[config.mk]
export PLATFORM = sky130hd
export DESIGN_NAME = uart_slot_arbiter
export DESIGN_NICKNAME = d
export VERILOG_FILES = /design/src/rtl/uart_slot_arbiter.sv
export SDC_FILE = /design/constraint.sdc
export NUM_CORES = 1
export LEC_CHECK = 0
export BUFFER_PORTS_ARGS = -buffer_cell sky130_fd_sc_hd__buf_2
export CELL_PAD_IN_SITES_DETAIL_PLACEMENT = 0
export CELL_PAD_IN_SITES_GLOBAL_PLACEMENT = 1
export CORE_UTILIZATION = 44
export DETAILED_ROUTE_END_ITERATION = 10
export PLACE_DENSITY_LB_ADDON = 0.1
export SLEW_MARGIN = 40
export SYNTH_ARGS = -nofsm -noshare
export SYNTH_HDL_FRONTEND = slang
export SYNTH_SLANG_ARGS = --single-unit
[constraint.sdc]
create_clock -name clk -period 2.5 [get_ports clk]
set_input_delay 0.25 -clock clk [delete_from_list [all_inputs] [get_ports clk]]
set_output_delay 0.25 -clock clk [all_outputs]
set_load 0.02 [all_outputs]
[src/rtl/uart_slot_arbiter.sv]
// Shares the single MCU UART (UC_TXD0/UC_RXD0) among slot cards: drains the current
// link until idle, holds an all-idle gap, then switches the TX fan-out and RX mux.
module uart_slot_arbiter #(
    parameter int NUM_SLOTS     = 7,
    parameter int SEL_W         = 3,
    parameter int GUARD_CYCLES  = 1736,
    parameter int GAP_CYCLES    = 868,
    parameter int DRAIN_TIMEOUT = 1000000
) (
    input  logic                 clk,
    input  logic                 resetn,
    input  logic                 sel_valid,
    input  logic [SEL_W-1:0]     sel_slot,
    input  logic [NUM_SLOTS-1:0] slot_uart_capable,
    input  logic                 UC_TXD0,
    input  logic [NUM_SLOTS-1:0] slot_rx,
    output logic                 UC_RXD0,
    output logic [NUM_SLOTS-1:0] slot_tx,
    output logic [SEL_W-1:0]     active_slot,
    output logic                 busy,
    output logic                 sel_ack,
    output logic                 sel_err,
    output logic                 sel_forced,
    output logic                 link_lost,
    output logic [1:0]           dbg_state
);
    // Handshake: sel_valid is a one-cycle strobe with no back-pressure; each accepted
    // or rejected request is answered later by exactly one sel_ack or sel_err pulse.

    typedef enum logic [1:0] {
        ST_NONE   = 2'd0,
        ST_ACTIVE = 2'd1,
        ST_DRAIN  = 2'd2,
        ST_GAP    = 2'd3
    } state_t;

    localparam logic [SEL_W-1:0] SEL_NONE = '1;
    localparam int IDLE_W = $clog2(GUARD_CYCLES + 1);
    localparam int TMO_W  = $clog2(DRAIN_TIMEOUT + 1);
    localparam int GAP_W  = $clog2(GAP_CYCLES + 1);
    localparam logic [IDLE_W-1:0] IDLE_MAX = IDLE_W'(GUARD_CYCLES);
    localparam logic [TMO_W-1:0]  TMO_MAX  = TMO_W'(DRAIN_TIMEOUT);
    localparam logic [GAP_W-1:0]  GAP_MAX  = GAP_W'(GAP_CYCLES);

    state_t             state, state_nx;
    logic [SEL_W-1:0]   active_nx, target, target_nx;
    logic               rel_pend, rel_pend_nx;
    logic [IDLE_W-1:0]  idle_cnt, idle_nx, idle_inc;
    logic [TMO_W-1:0]   tmo_cnt, tmo_nx, tmo_inc;
    logic [GAP_W-1:0]   gap_cnt, gap_nx, gap_inc;
    logic               ack_nx, err_nx, forced_nx, lost_nx;
    logic               rx_sel, cap_act, cap_req, cap_tgt, req_ok, live;
    logic [NUM_SLOTS-1:0] tx_nx;

    assign dbg_state = state;

    assign idle_inc = (idle_cnt == IDLE_MAX) ? idle_cnt : idle_cnt + IDLE_W'(1);
    assign tmo_inc  = (tmo_cnt == TMO_MAX) ? tmo_cnt : tmo_cnt + TMO_W'(1);
    assign gap_inc  = (gap_cnt == GAP_MAX) ? gap_cnt : gap_cnt + GAP_W'(1);

    // Code 7 never matches a slot index, so the release code selects idle/incapable.
    always_comb begin
        rx_sel  = 1'b1;
        cap_act = 1'b0;
        cap_req = 1'b0;
        cap_tgt = 1'b0;
        for (int i = 0; i < NUM_SLOTS; i++) begin
            if (active_slot == SEL_W'(i)) begin
                rx_sel  = slot_rx[i];
                cap_act = slot_uart_capable[i];
            end
            if (sel_slot == SEL_W'(i)) cap_req = slot_uart_capable[i];
            if (target == SEL_W'(i))   cap_tgt = slot_uart_capable[i];
        end
    end

    assign req_ok = (sel_slot == SEL_NONE) || cap_req;
    assign live   = (state == ST_ACTIVE) || (state == ST_DRAIN);

    always_comb begin
        tx_nx = '1;
        for (int i = 0; i < NUM_SLOTS; i++) begin
            if (live && active_slot == SEL_W'(i)) tx_nx[i] = UC_TXD0;
        end
    end

    always_comb begin
        state_nx    = state;
        active_nx   = active_slot;
        target_nx   = target;
        rel_pend_nx = rel_pend;
        idle_nx     = idle_cnt;
        tmo_nx      = tmo_cnt;
        gap_nx      = gap_cnt;
        ack_nx      = 1'b0;
        err_nx      = 1'b0;
        forced_nx   = 1'b0;
        lost_nx     = 1'b0;
        case (state)
            ST_NONE: begin
                if (sel_valid) begin
                    if (!req_ok) begin
                        err_nx = 1'b1;
                    end else if (sel_slot == SEL_NONE) begin
                        ack_nx = 1'b1;
                    end else begin
                        target_nx   = sel_slot;
                        rel_pend_nx = 1'b0;
                        gap_nx      = '0;
                        state_nx    = ST_GAP;
                    end
                end
            end
            ST_ACTIVE: begin
                // Capability loss outranks any request arriving in the same cycle.
                if (!cap_act) begin
                    lost_nx     = 1'b1;
                    err_nx      = sel_valid;
                    target_nx   = SEL_NONE;
                    rel_pend_nx = 1'b0;
                    active_nx   = SEL_NONE;
                    gap_nx      = '0;
                    state_nx    = ST_GAP;
                end else if (sel_valid) begin
                    if (!req_ok) begin
                        err_nx = 1'b1;
                    end else if (sel_slot == active_slot) begin
                        ack_nx = 1'b1;
                    end else begin
                        target_nx   = sel_slot;
                        rel_pend_nx = (sel_slot == SEL_NONE);
                        idle_nx     = '0;
                        tmo_nx      = '0;
                        state_nx    = ST_DRAIN;
                    end
                end
            end
            ST_DRAIN: begin
                err_nx  = sel_valid;
                idle_nx = (UC_TXD0 && rx_sel) ? idle_inc : '0;
                tmo_nx  = tmo_inc;
                if (!cap_act) begin
                    lost_nx   = 1'b1;
                    active_nx = SEL_NONE;
                    gap_nx    = '0;
                    state_nx  = ST_GAP;
                end else if (idle_cnt == IDLE_MAX) begin
                    active_nx = SEL_NONE;
                    gap_nx    = '0;
                    state_nx  = ST_GAP;
                end else if (tmo_cnt == TMO_MAX) begin
                    forced_nx = 1'b1;
                    active_nx = SEL_NONE;
                    gap_nx    = '0;
                    state_nx  = ST_GAP;
                end
            end
            ST_GAP: begin
                err_nx = sel_valid;
                gap_nx = gap_inc;
                if (gap_cnt == GAP_MAX) begin
                    rel_pend_nx = 1'b0;
                    if (target == SEL_NONE) begin
                        ack_nx   = rel_pend;
                        state_nx = ST_NONE;
                    end else if (cap_tgt) begin
                        ack_nx    = 1'b1;
                        active_nx = target;
                        state_nx  = ST_ACTIVE;
                    end else begin
                        err_nx    = 1'b1;
                        target_nx = SEL_NONE;
                        state_nx  = ST_NONE;
                    end
                end
            end
            default: state_nx = ST_NONE;
        endcase
    end

    always_ff @(posedge clk) begin
        if (!resetn) begin
            state       <= ST_NONE;
            active_slot <= SEL_NONE;
            target      <= SEL_NONE;
            rel_pend    <= 1'b0;
            idle_cnt    <= '0;
            tmo_cnt     <= '0;
            gap_cnt     <= '0;
            slot_tx     <= '1;
            UC_RXD0     <= 1'b1;
            busy        <= 1'b0;
            sel_ack     <= 1'b0;
            sel_err     <= 1'b0;
            sel_forced  <= 1'b0;
            link_lost   <= 1'b0;
        end else begin
            state       <= state_nx;
            active_slot <= active_nx;
            target      <= target_nx;
            rel_pend    <= rel_pend_nx;
            idle_cnt    <= idle_nx;
            tmo_cnt     <= tmo_nx;
            gap_cnt     <= gap_nx;
            slot_tx     <= tx_nx;
            UC_RXD0     <= live ? rx_sel : 1'b1;
            busy        <= (state_nx == ST_DRAIN) || (state_nx == ST_GAP);
            sel_ack     <= ack_nx;
            sel_err     <= err_nx;
            sel_forced  <= forced_nx;
            link_lost   <= lost_nx;
        end
    end

endmodule

After elaboration in Yosys (flattened, before gate mapping) --
Cells that the tools add are included.
Storage, ports and cells: flip-flop bits (word level) 63, bits of input ports 21
Operators by class: equality and inequality tests 48, reduce and logical (&&, ||, !) cells 35, bitwise operators 3, add/subtract/negate cells 3, mux-type cells 112
Operators by type and width (count):
- $mux W20 | 5
- $mux W10 | 8
- $mux W11 | 6
- $mux W1 | 56
- $mux W3 | 17
- $pmux W10 S4 | 1
- $pmux W20 S2 | 1
- $eq A3 B3 Y1 const B | 11
- $ne A2 B2 Y1 const B | 14
- $reduce_and A6 Y1 | 4
- $mux W2 | 11
- $pmux W11 S2 | 1
- $add A20 B1 Y20 const B | 1
- $eq A20 B20 Y1 const B | 1
- $eq A3 B2 Y1 const B | 6
- $pmux W3 S3 | 2
- $reduce_and A2 Y1 | 9
- $ne A3 B3 Y1 const B | 4
- $add A11 B1 Y11 const B | 1
- $eq A11 B11 Y1 const B | 1
- $add A10 B1 Y10 const B | 1
- $eq A10 B10 Y1 const B | 1
- $reduce_and A10 Y1 | 1
- $eq A3 B1 Y1 const B | 3
- other kinds (17) | 35

Depth between registers and ports, before layout --
Gate-level depths: netlist of the first run.
depth after elaboration 15, gate-level depth with buffers 10, mapped depth without buffers 8

Worst setup path after synthesis of the first run --
Ideal clock, no wire load.
path kind register to register, start reg with a tool-made name, end reg gap_cnt[8], library setup time 0.096 ns, clock period less this slack 2.373 ns, arrival 2.277 ns, cell stages (with the launch flop) 9, setup slack 0.127 ns, path buffers 1, cells stage by stage dfxtp_1 inv_1 ha_1 or3_1 a2bb2oi_1 a22o_1 or2_0 buf_2 o41ai_2
RTL lines:
- end signal, assigned | line 204 | gap_cnt <= gap_nx;
- end, declared | line 50 | logic [GAP_W-1:0] gap_cnt, gap_nx, gap_inc;

Worst setup path in the final report of the first run --
start reg idle_cnt[4], end reg gap_cnt[8]
On the way: word-level cells in the longest chain between the ends 4, elaborated cells between the ends (all ways) 6
Ends and longest elaborated chain:
- start, declared | line 48 | logic [IDLE_W-1:0] idle_cnt, idle_nx, idle_inc;
- start signal, assigned | line 202 | idle_cnt <= idle_nx;
- $eq A11 B11 Y1 * | line 147 | end else if (idle_cnt == IDLE_MAX) begin
- $mux W10 | line 147
- $mux W10 | line 142 | if (!cap_act) begin
- $pmux W10 S4 | line 99 | case (state)
Mark *: on every way between the ends. The rest lies on a longest branch, timed or not. A chain may end at the register's enable or synchronous reset.

==> results of run 1 <==
power by group:
part           leakage, nW  switching [mW]  internal [mW]  total (mW)
Sequential           0.501          0.0661           1.04        1.11
Combinational         1.06           0.815          0.527        1.34
Clock                0.110           0.404          0.586       0.991
kinds of logic after synthesis:
| logic type | count (synthesis) |
|---|---|
| adders and majority gates | 11 |
| buffers and inverters | 46 |
| xor gates and xnor gates | 3 |
| DFF | 62 |
| muxes | 14 |
| AOI/OAI and AO/OA | 135 |
| and+or+nand+nor | 200 |
Yosys cell counts (all sizes together) (3+ instances only):
cell type,number
inv,19
and3,9
nand2,46
nand2b,4
or2,5
o31ai,19
or3,12
a2bb2oi,3
o21ai,21
nor4b,3
xor2,3
o41ai,6
ha,11
o32ai,4
nor2,33
a21oi,39
and2,7
buf,10
mux2i,11
dfxtp,62
a22oi,3
or4,18
nand3,16
nor3,8
nand4,11
o211ai,9
nor2b,7
a31oi,5
nor3b,3
clkbuf,16
nand4b,4
or4b,8
placed cells by master, fill, tap and decap left out, drive strengths merged, types with 4 or more instances in the layout:
cell,instances
o21ai,21
o31ai,19
and2,7
ha,11
nor2,33
nor2b,7
a31oi,5
or4,18
o32ai,4
nand3,16
nand4b,4
or4b,8
o41ai,6
buf,74
dfxtp,62
and3,9
nor3,8
or2,5
or3,12
mux2i,11
inv,19
nand2b,4
nand4,11
nand2,46
o211ai,9
clkbuf,12
a21oi,39
flip-flops by register name, indices dropped and copies added, names as in the netlist, named ones only:
name,flops
sel_ack,1
sel_err,1
link_lost,1
gap_cnt,10
UC_RXD0,1
rel_pend,1
sel_forced,1
tmo_cnt,20
active_slot,3
slot_tx,7
target,3
idle_cnt,11
worst register-to-register path, stage by stage (launching register included):
cell,delay (ns)
dfxtp_1,0.33
or4b_2,0.72
o31ai_2,0.23
a2bb2oi_1,0.13
a22o_1,0.26
or2_1,0.31
o41ai_2,0.29
final cells by class:
class / instances / area (sq um) / share of cell area
clock buffers: 12 / 145 / 0.0321
repair buffers: 74 / 460 / 0.102
multi-input cells: 363 / 2400 / 0.531
flip-flops and latches: 62 / 1240 / 0.274
well taps: 105 / 131 / 0.0290
inverters: 20 / 75.1 / 0.0166
clock inverters: 4 / 70.1 / 0.0155
layer usage:
metal,share of wire,routed length [um],GRT usage
met3,0.040,406,0.0415
met4,0.0077,78,0.0783
met5,0,0,0
met1,0.51,5210,0.336
met2,0.44,4440,0.364
metrics by stage:
step | area, sq um | power, mW | setup slack, ns | instances
global placement | 4260 | 2.42 | 0.0649 | 620
floorplan | 3820 | 2.00 | 0.127 | 471
detailed placement | 4260 | 2.42 | 0.0395 | 620
global route | 4530 | 3.65 | 0.00746 | 640
finish | 4530 | 3.44 | 0.130 | 640
CTS | 4480 | 3.42 | 0.00288 | 636
what timing repair did:
action	in CTS	in global routing
resized for setup	0	6
setup endpoints to repair	0	18
setup buffers	0	4
path summary, 6_finish.rpt:
path         depth (start not counted)          to         from
min reg2reg                          2  gap_cnt[9]   gap_cnt[9]
min                                  3  slot_tx[5]      UC_TXD0
max                                  6  gap_cnt[8]  idle_cnt[4]
max reg2reg                          6  gap_cnt[8]  idle_cnt[4]
==> run summary, run 1 <==
die extent in x: 95.2 um
largest net degree at the start of global routing: 30
critical path required time: 2.75 ns
Pwr per Cell Area: 761 nW/um^2
CP max stage cell: or4b_2
number of routed nets with antenna violations: 0
Synth Area in Simple Gates: 0.290
clock tree sinks: 62
final hold slack: 0.173 ns
Compound-Gate Fraction of Synth Area: 0.250
Max stage delay on crit path: 0.72 ns
critical path cell sequence: or4b_2, o31ai_2, a2bb2oi_1, a22o_1, or2_1, o41ai_2
slew margin rel.: 0.643
Core Util, Final: 0.545
post-synthesis xor/xnor area fraction: 0.00688
Worst setup SP type: register
Clk Latency, worst-skew pair: 0.35 ns
CTS tree: yes
drt drc: 0
Synth area leaders: dfxtp_1 32%, a21oi_1 5.0%, nand2_1 4.5%
CTS buffer count: 9
Post-DP HPWL: 7360 um
mux contribution to synthesized area: 0.0406
setup_tns: 0 ns
ant diodes: 0
Rows: 33
warnings from Yosys: 0
Cells after Synth: 471
layout cells sized above 1: 0.211
worst-path fanout max: 6
crit path kind: register to register
Final nets: 562
peak supply drop: 0.362 mV
first drt pass iteration count: 4
H-tree levels: 3
wire per inst: 15.8 um
Starting DRT DRC Count: 247
final period utilization: 0.948
global route overflow: 0
vias per cell: 5.92
max-cap viol count: 0
async set-or-reset flop fraction in the synthesized netlist: 0
Max Slew Vio Count: 0
Top delay family on crit path: simple AND/OR/NAND/NOR gates
Synth area leader: dfxtp_1
GRT Util Overall: 0.238
Worst Max-Slew Pin Slew: 0.532 ns
r2r setup slk: 0.13 ns
syn_area_per_cell: 8.11 sq um
vias in the first global route: 3,472
Post-synth EDFFs: 0
crit path buf inv count: 0
Hold Buf Count CTS: 0
area grow syn2layout: 18.5%
core area: 8300 sq um
Netlist cell types: 67
Final Critical Period: 2.37 ns
initial core utilization: 0.460
WP data arrival: 2.62 ns
Clock transition at path regs: 0.07 ns
largest family of logic cells by synthesized area: simple AND/OR/NAND/NOR gates
Setup violations, final: 0
first-pass GRT wire length: 16,900 um
Synth Area in Adders: 0.0360
count of final hold-check violations: 0
Buffers on Ports: 38
min-delay worst type: primary input to register
Die Ht: 95.2 um
WL final: 10,100 um
leakage power: 1.67 nW
CTS max path bufs: 2
Synth Register Bits: 62
sequential area share after synthesis: 0.325
Cell Area, Synth: 3820 sq um
status: finished, final reports clean
syn_nets: 503
Clock Skew: 0.0112 ns
routability cong.: 0.838
Max Freq: 422 MHz
DR vias: 3,787
CTS Root Cell: clkbuf_8
top_reg_cell synth: dfxtp_1
Yosys top cell area share: 0.325
FILL cells: 801
unrepaired setup endpoints after global routing: false
initial antenna violation count: 0
I/O pin cnt: 39
critical path endpoint category: register
total die area: 9060 sq um
No activity file was read; power rests on OpenSTA's default activity.
==> run 2: changes to the inputs <==
--- a/config.mk
+++ b/config.mk
@@ -8,6 +8,7 @@
 export BUFFER_PORTS_ARGS = -buffer_cell sky130_fd_sc_hd__buf_2
 export CELL_PAD_IN_SITES_DETAIL_PLACEMENT = 0
 export CELL_PAD_IN_SITES_GLOBAL_PLACEMENT = 1
+export CORE_ASPECT_RATIO = 0.6
 export CORE_UTILIZATION = 44
 export DETAILED_ROUTE_END_ITERATION = 10
 export PLACE_DENSITY_LB_ADDON = 0.1
==> run 2 against run 1 <==
Effect of this change:
- die area up 0.14%
- count of clock-buffer cells in the layout up 2
- clock skew shrank 0.0022 ns
- clock power is 16% higher
- wire length is 8.4% higher
- final cell count decreased by 0.16%
- sequential power about the same
- critical endpoint is now idle_cnt[5]
- utilization up 1.9 points
==> run summary, run 2 (synthesis gave the netlist of run 1 again) <==
status: finished, final reports clean
critical path required time: 2.76 ns (about the same)
vias per cell: 6.12 (+3.4%)
slew margin rel.: 0.585 (-0.0579)
Worst Max-Slew Pin Slew: 0.620 ns (+0.0880 ns)
CTS Root Cell: clkbuf_16
Rows: 25 (-24%)
global route overflow: 0 (unchanged)
r2r setup slk: 0.11 ns (-0.02 ns)
commonest non-fill, non-tap cell in the layout: dfxtp_1
I/O pin cnt: 39 (unchanged)
Core Util, Final: 0.565 (+0.0192)
max-cap viol count: 0 (unchanged)
critical path endpoint category: register
initial antenna violation count: 0 (unchanged)
Clk Latency, worst-skew pair: 0.34 ns (about the same)
routability cong.: 0.818 (-2.3%)
first drt pass iteration count: 8 (+4)
Worst setup SP type: register
ant diodes: 0 (unchanged)
number of flip-flops in the largest register: 20 (unchanged)
Post-DP HPWL: 7830 um (+6.3%)
largest register by flop count: tmo_cnt
final hold slack: 0.195 ns (+0.0217 ns)
vias in the first global route: 3,449 (-0.66%)
Max Slew Vio Count: 0 (unchanged)
Hold Buf Count CTS: 0 (unchanged)
CTS buffer count: 9 (unchanged)
worst-path fanout max: 20 (+14)
clock tree sinks: 62 (unchanged)
H-tree levels: 3 (unchanged)
die extent in x: 122 um (+28%)
Pwr per Cell Area: 801 nW/um^2 (+5.3%)
Clock Skew: 0.00899 ns (-0.00217 ns)
most frequent cells in the layout: 62 x dfxtp_1, 46 x nand2_1, 38 x a21oi_1, 38 x buf_2, 33 x nor2_1
final period utilization: 0.958 (+0.00992)
Final Critical Period: 2.39 ns (+0.0248 ns)
CTS tree: yes
Clock transition at path regs: 0.05 ns (-0.02 ns)
total die area: 9070 sq um (+0.14%)
setup_tns: 0 ns (unchanged)
Flop pwr share: 0.303 (-0.019)
layout cells sized above 1: 0.203 (-0.00783)
Buffers on Ports: 38 (unchanged)
Inst Count DP: 621 (+0.16%)
wire per inst: 17.2 um (+8.6%)
initial core utilization: 0.470 (+0.00942)
largest net degree at the start of global routing: 32 (+6.7%)
drt drc: 0 (unchanged)
combinational share of power: 0.385 (-0.005)
WP data arrival: 2.65 ns (+0.03 ns)
area grow syn2layout: 20.2%
Design Area, Final: 4590 sq um (+1.4%)
top flop regs: tmo_cnt (20), idle_cnt (11), gap_cnt (10)
crit path kind: register to register
Setup violations, final: 0 (unchanged)
number of routed nets with antenna violations: 0 (unchanged)
CTS max path bufs: 2 (unchanged)
Die Ht: 74.2 um (-22%)
Pint: 2.32 mW (+7.5%)
min-delay worst type: primary input to register
Area after DPL: 4270 sq um (+0.32%)
switching part of the total: 0.369 (-0.00423)
peak supply drop: 0.457 mV (+26%)
Clock power frac: 0.312 (+0.024)
Psw: 1.36 mW (+5.6%)
Starting DRT DRC Count: 316 (+28%)
Multi-input gate area: 2420 sq um (+0.57%)
WL final: 11,000 um (+8.4%)
leakage power: 1.70 nW (+1.9%)
Max Freq: 418 MHz (-1.0%)
GRT Util Overall: 0.252 (+0.0144)
FILL cells: 757 (-5.5%)
Final nets: 559 (-0.53%)
DR vias: 3,908 (+3.2%)
core area: 8130 sq um (-2.0%)
Finished Layout Cells: 639 (-0.16%)
count of final hold-check violations: 0 (unchanged)
first-pass GRT wire length: 17,600 um (+4.0%)
Register Area: 1240 sq um (-0.10%)
[run 2: metrics by stage]
step	power, mW	worst slack (ns)
after global placement	2.51	0.0865
final	3.68	0.105
after CTS	3.67	0.0106
after floorplan	2.00	0.127
after global routing	3.87	-0.0170
after detailed placement	2.51	0.0709
[run 2: power by group through the flow]
stage / combinational [mW] / sequential (mW) / clock [mW]
floorplan: 0.857 / 1.14 / 0
detailed placement: 1.38 / 1.13 / 0
CTS: 1.39 / 1.11 / 1.17
global route: 1.55 / 1.12 / 1.20
global placement: 1.38 / 1.13 / 0
finish: 1.42 / 1.11 / 1.15
[run 2: final timing paths]
kind              cells after the start           end      startpoint
hold reg to reg                       2  idle_cnt[10]    idle_cnt[10]
hold / removal                        3    slot_tx[5]         UC_TXD0
setup / recovery                      7   idle_cnt[5]  active_slot[1]
setup reg to reg                      7   idle_cnt[5]  active_slot[1]
[run 2: metal layers]
layer,vias to the layer above,part of all wire,track usage
li1,1901,-,-
met1,1837,0.51,0.371
met2,155,0.39,0.351
met3,15,0.087,0.0713
met4,0,0.011,0.0799
met5,-,0,0
[run 2: final cells by class]
cell class | instances | area share
Clock buffer | 14 | 0.0575
Tap cell | 108 | 0.0294
Inverter | 20 | 0.0163
Sequential cell | 62 | 0.270
Multi-Input combinational cell | 364 | 0.526
Clock inverter | 1 | 0.00109
Timing Repair Buffer | 70 | 0.0992
[run 2: critical path, cell delays in order (launching register included)]
cell and delay [ns]:
dfxtp_1 0.38, nand2b_1 0.18, a21oi_1 0.39, o311a_1 0.24, a32oi_1 0.14, buf_12 0.19, or4b_2 0.62, a21oi_1 0.18
[run 2: timing repair]
| item | in CTS | in global routing |
|---|---|---|
| setup buffers | 0 | 2 |
| setup endpoints to repair | 0 | 23 |
| resized for setup | 0 | 7 |
==> run 3: changes to the inputs <==
--- a/config.mk
+++ b/config.mk
@@ -5,7 +5,7 @@
 export SDC_FILE = /design/constraint.sdc
 export NUM_CORES = 1
 export LEC_CHECK = 0
-export BUFFER_PORTS_ARGS = -buffer_cell sky130_fd_sc_hd__buf_2
+export BUFFER_PORTS_ARGS = -buffer_cell sky130_fd_sc_hd__buf_4
 export CELL_PAD_IN_SITES_DETAIL_PLACEMENT = 0
 export CELL_PAD_IN_SITES_GLOBAL_PLACEMENT = 1
 export CORE_ASPECT_RATIO = 0.6
==> run 3 against run 2 <==
Effect of this change:
- highest routed layer unchanged
- clock skew shrank 0.0028 ns
- largest cell class unchanged
- global-route usage increased by 0.66 points
- wire length fell by 0.11%
==> run summary, run 3 (synthesis gave the netlist of run 1 again) <==
core area: 8130 sq um (unchanged)
Inst Count DP: 622 (+0.16%)
Rows: 25 (unchanged)
Psw: 1.38 mW (+1.9%)
Clock transition at path regs: 0.05 ns (about the same)
area grow syn2layout: 23.3%
die extent in x: 122 um (unchanged)
Final nets: 558 (-0.18%)
Clock power frac: 0.350 (+0.038)
most frequent cells in the layout: 69 x buf_4, 62 x dfxtp_1, 45 x nand2_1
initial antenna violation count: 0 (unchanged)
Starting DRT DRC Count: 306 (-3.2%)
Final Critical Period: 2.45 ns (+0.0563 ns)
WL final: 11,000 um (-0.11%)
DR vias: 3,864 (-1.1%)
vias in the first global route: 3,431 (-0.52%)
number of routed nets with antenna violations: 0 (unchanged)
status: finished, final reports clean
Flop pwr share: 0.288 (-0.015)
Worst Max-Slew Pin Slew: 0.554 ns (-0.0653 ns)
FILL cells: 764 (+0.92%)
Pint: 2.49 mW (+7.6%)
slew margin rel.: 0.628 (+0.0426)
unrepaired setup endpoints after global routing: false
peak supply drop: 0.430 mV (-6.1%)
top flop regs: tmo_cnt (20), idle_cnt (11), gap_cnt (10)
Max Slew Vio Count: 0 (unchanged)
first drt pass iteration count: 5 (-3)
largest register by flop count: tmo_cnt
initial core utilization: 0.470 (unchanged)
switching part of the total: 0.357 (-0.0126)
crit path kind: register to register
setup_tns: 0 ns (unchanged)
first-pass GRT wire length: 18,000 um (+2.2%)
total die area: 9070 sq um (unchanged)
routability cong.: 0.844 (+3.2%)
met2 Resource Use GR: 0.351 (unchanged)
Setup violations, final: 0 (unchanged)
worst-path fanout max: 6 (-70%)
M1 GR Usage: 0.399 (+0.0281)
critical path required time: 2.74 ns (-0.02 ns)
largest net degree at the start of global routing: 31 (-3.1%)
WP data arrival: 2.69 ns (+0.04 ns)
Clock Skew: 0.00614 ns (-0.00285 ns)
GRT Util Overall: 0.259 (+0.00658)
count of final hold-check violations: 0 (unchanged)
layout cells sized above 1: 0.207 (+0.00377)
combinational share of power: 0.362 (-0.023)
wire per inst: 17.2 um (-0.11%)
leakage power: 1.74 nW (+2.5%)
Pwr per Cell Area: 823 nW/um^2 (+2.7%)
Buffers on Ports: 38 (unchanged)
CTS tree: yes
I/O pin cnt: 39 (unchanged)
CTS Root Cell: clkbuf_16
Max Freq: 408 MHz (-2.3%)
ant diodes: 0 (unchanged)
commonest non-fill, non-tap cell in the layout: buf_4
GR peak layer: met1
vias per cell: 6.05 (-1.1%)
number of flip-flops in the largest register: 20 (unchanged)
clock tree sinks: 62 (unchanged)
drt drc: 0 (unchanged)
global route overflow: 0 (unchanged)
Finished Layout Cells: 639 (unchanged)
CTS buffer count: 9 (unchanged)
min-delay worst type: primary input to register
met3 Usage GRT: 0.0621 (-0.00920)
Clk Latency, worst-skew pair: 0.33 ns (about the same)
critical path endpoint category: register
max-cap viol count: 0 (unchanged)
Worst setup SP type: register
Die Ht: 74.2 um (unchanged)
Core Util, Final: 0.580 (+0.0149)
H-tree levels: 3 (unchanged)
Hold Buf Count CTS: 0 (unchanged)
Post-DP HPWL: 8010 um (+2.3%)
final period utilization: 0.980 (+0.0225)
CTS max path bufs: 2 (unchanged)
==> run 3: cell count changes in the layout (fill, tap and decap cells not counted), moves of 2 or more <==
cell        delta
buf_2         -38
buf_4         +39
bufinv_16      +2
clkbuf_1       -3
clkinvlp_4     +2
==> run 3: critical path, stage by stage (launching register included) <==
cell	delay, ns
dfxtp_1	0.35
or4b_4	0.58
or3_1	0.36
a2bb2oi_1	0.19
a22o_1	0.27
or2_1	0.32
o41ai_2	0.29
==> run 3: layer usage <==
layer  part of all wire  vias up
met2               0.39      140
li1                   -     1898
met3              0.070        7
met5                  0        -
met1               0.53     1819
met4             0.0061        0
==> run 3: per-stage QoR <==
step	instance area [sq um]	total power, mW	setup slack (ns)	hold WS, ns
after global routing	4710	4.07	0.00221	0.167
final	4710	3.88	0.0488	0.175
after CTS	4690	3.87	0.00177	0.162
after global placement	4360	2.49	0.0138	0.477
after detailed placement	4360	2.50	0.00832	0.488
after floorplan	3820	2.00	0.127	0.377
==> run 3: final cells by class <==
class	instances	area (sq um)	share of cell area
tap	108	135	0.0287
inverter	20	75.1	0.0159
clock buffer	10	239	0.0507
timing repair buffer	70	538	0.114
sequential	62	1240	0.263
clock inverter	6	85.1	0.0181
multi-input combinational	363	2400	0.509
==> run 3: worst paths after layout <==
path                    from          to  slack [ns]  cells past startpoint
setup / recovery  tmo_cnt[2]  gap_cnt[8]        0.05                      6
hold / removal       UC_TXD0  slot_tx[5]        0.17                      3
setup reg to reg  tmo_cnt[2]  gap_cnt[8]        0.05                      6
hold reg to reg   gap_cnt[0]  gap_cnt[0]        0.50                      2
==> run 3: power by group through the flow <==
stage / Sequential, mW / Clock (mW) / Combinational [mW]
6_report: 1.12 / 1.36 / 1.40
5_1_grt: 1.13 / 1.42 / 1.52
4_1_cts: 1.12 / 1.38 / 1.37
3_5_place_dp: 1.14 / 0 / 1.36
3_3_place_gp: 1.14 / 0 / 1.36
2_1_floorplan: 1.14 / 0 / 0.857
==> run 3: timing repair <==
item / in CTS / in global routing
resized for setup: 1 / 5
pin swaps: 0 / 1
cloned: 0 / 0
buffers inserted: 0 / 1
endpoints found under the setup margin: 1 / 18
endpoints found under the hold margin: 0 / 0
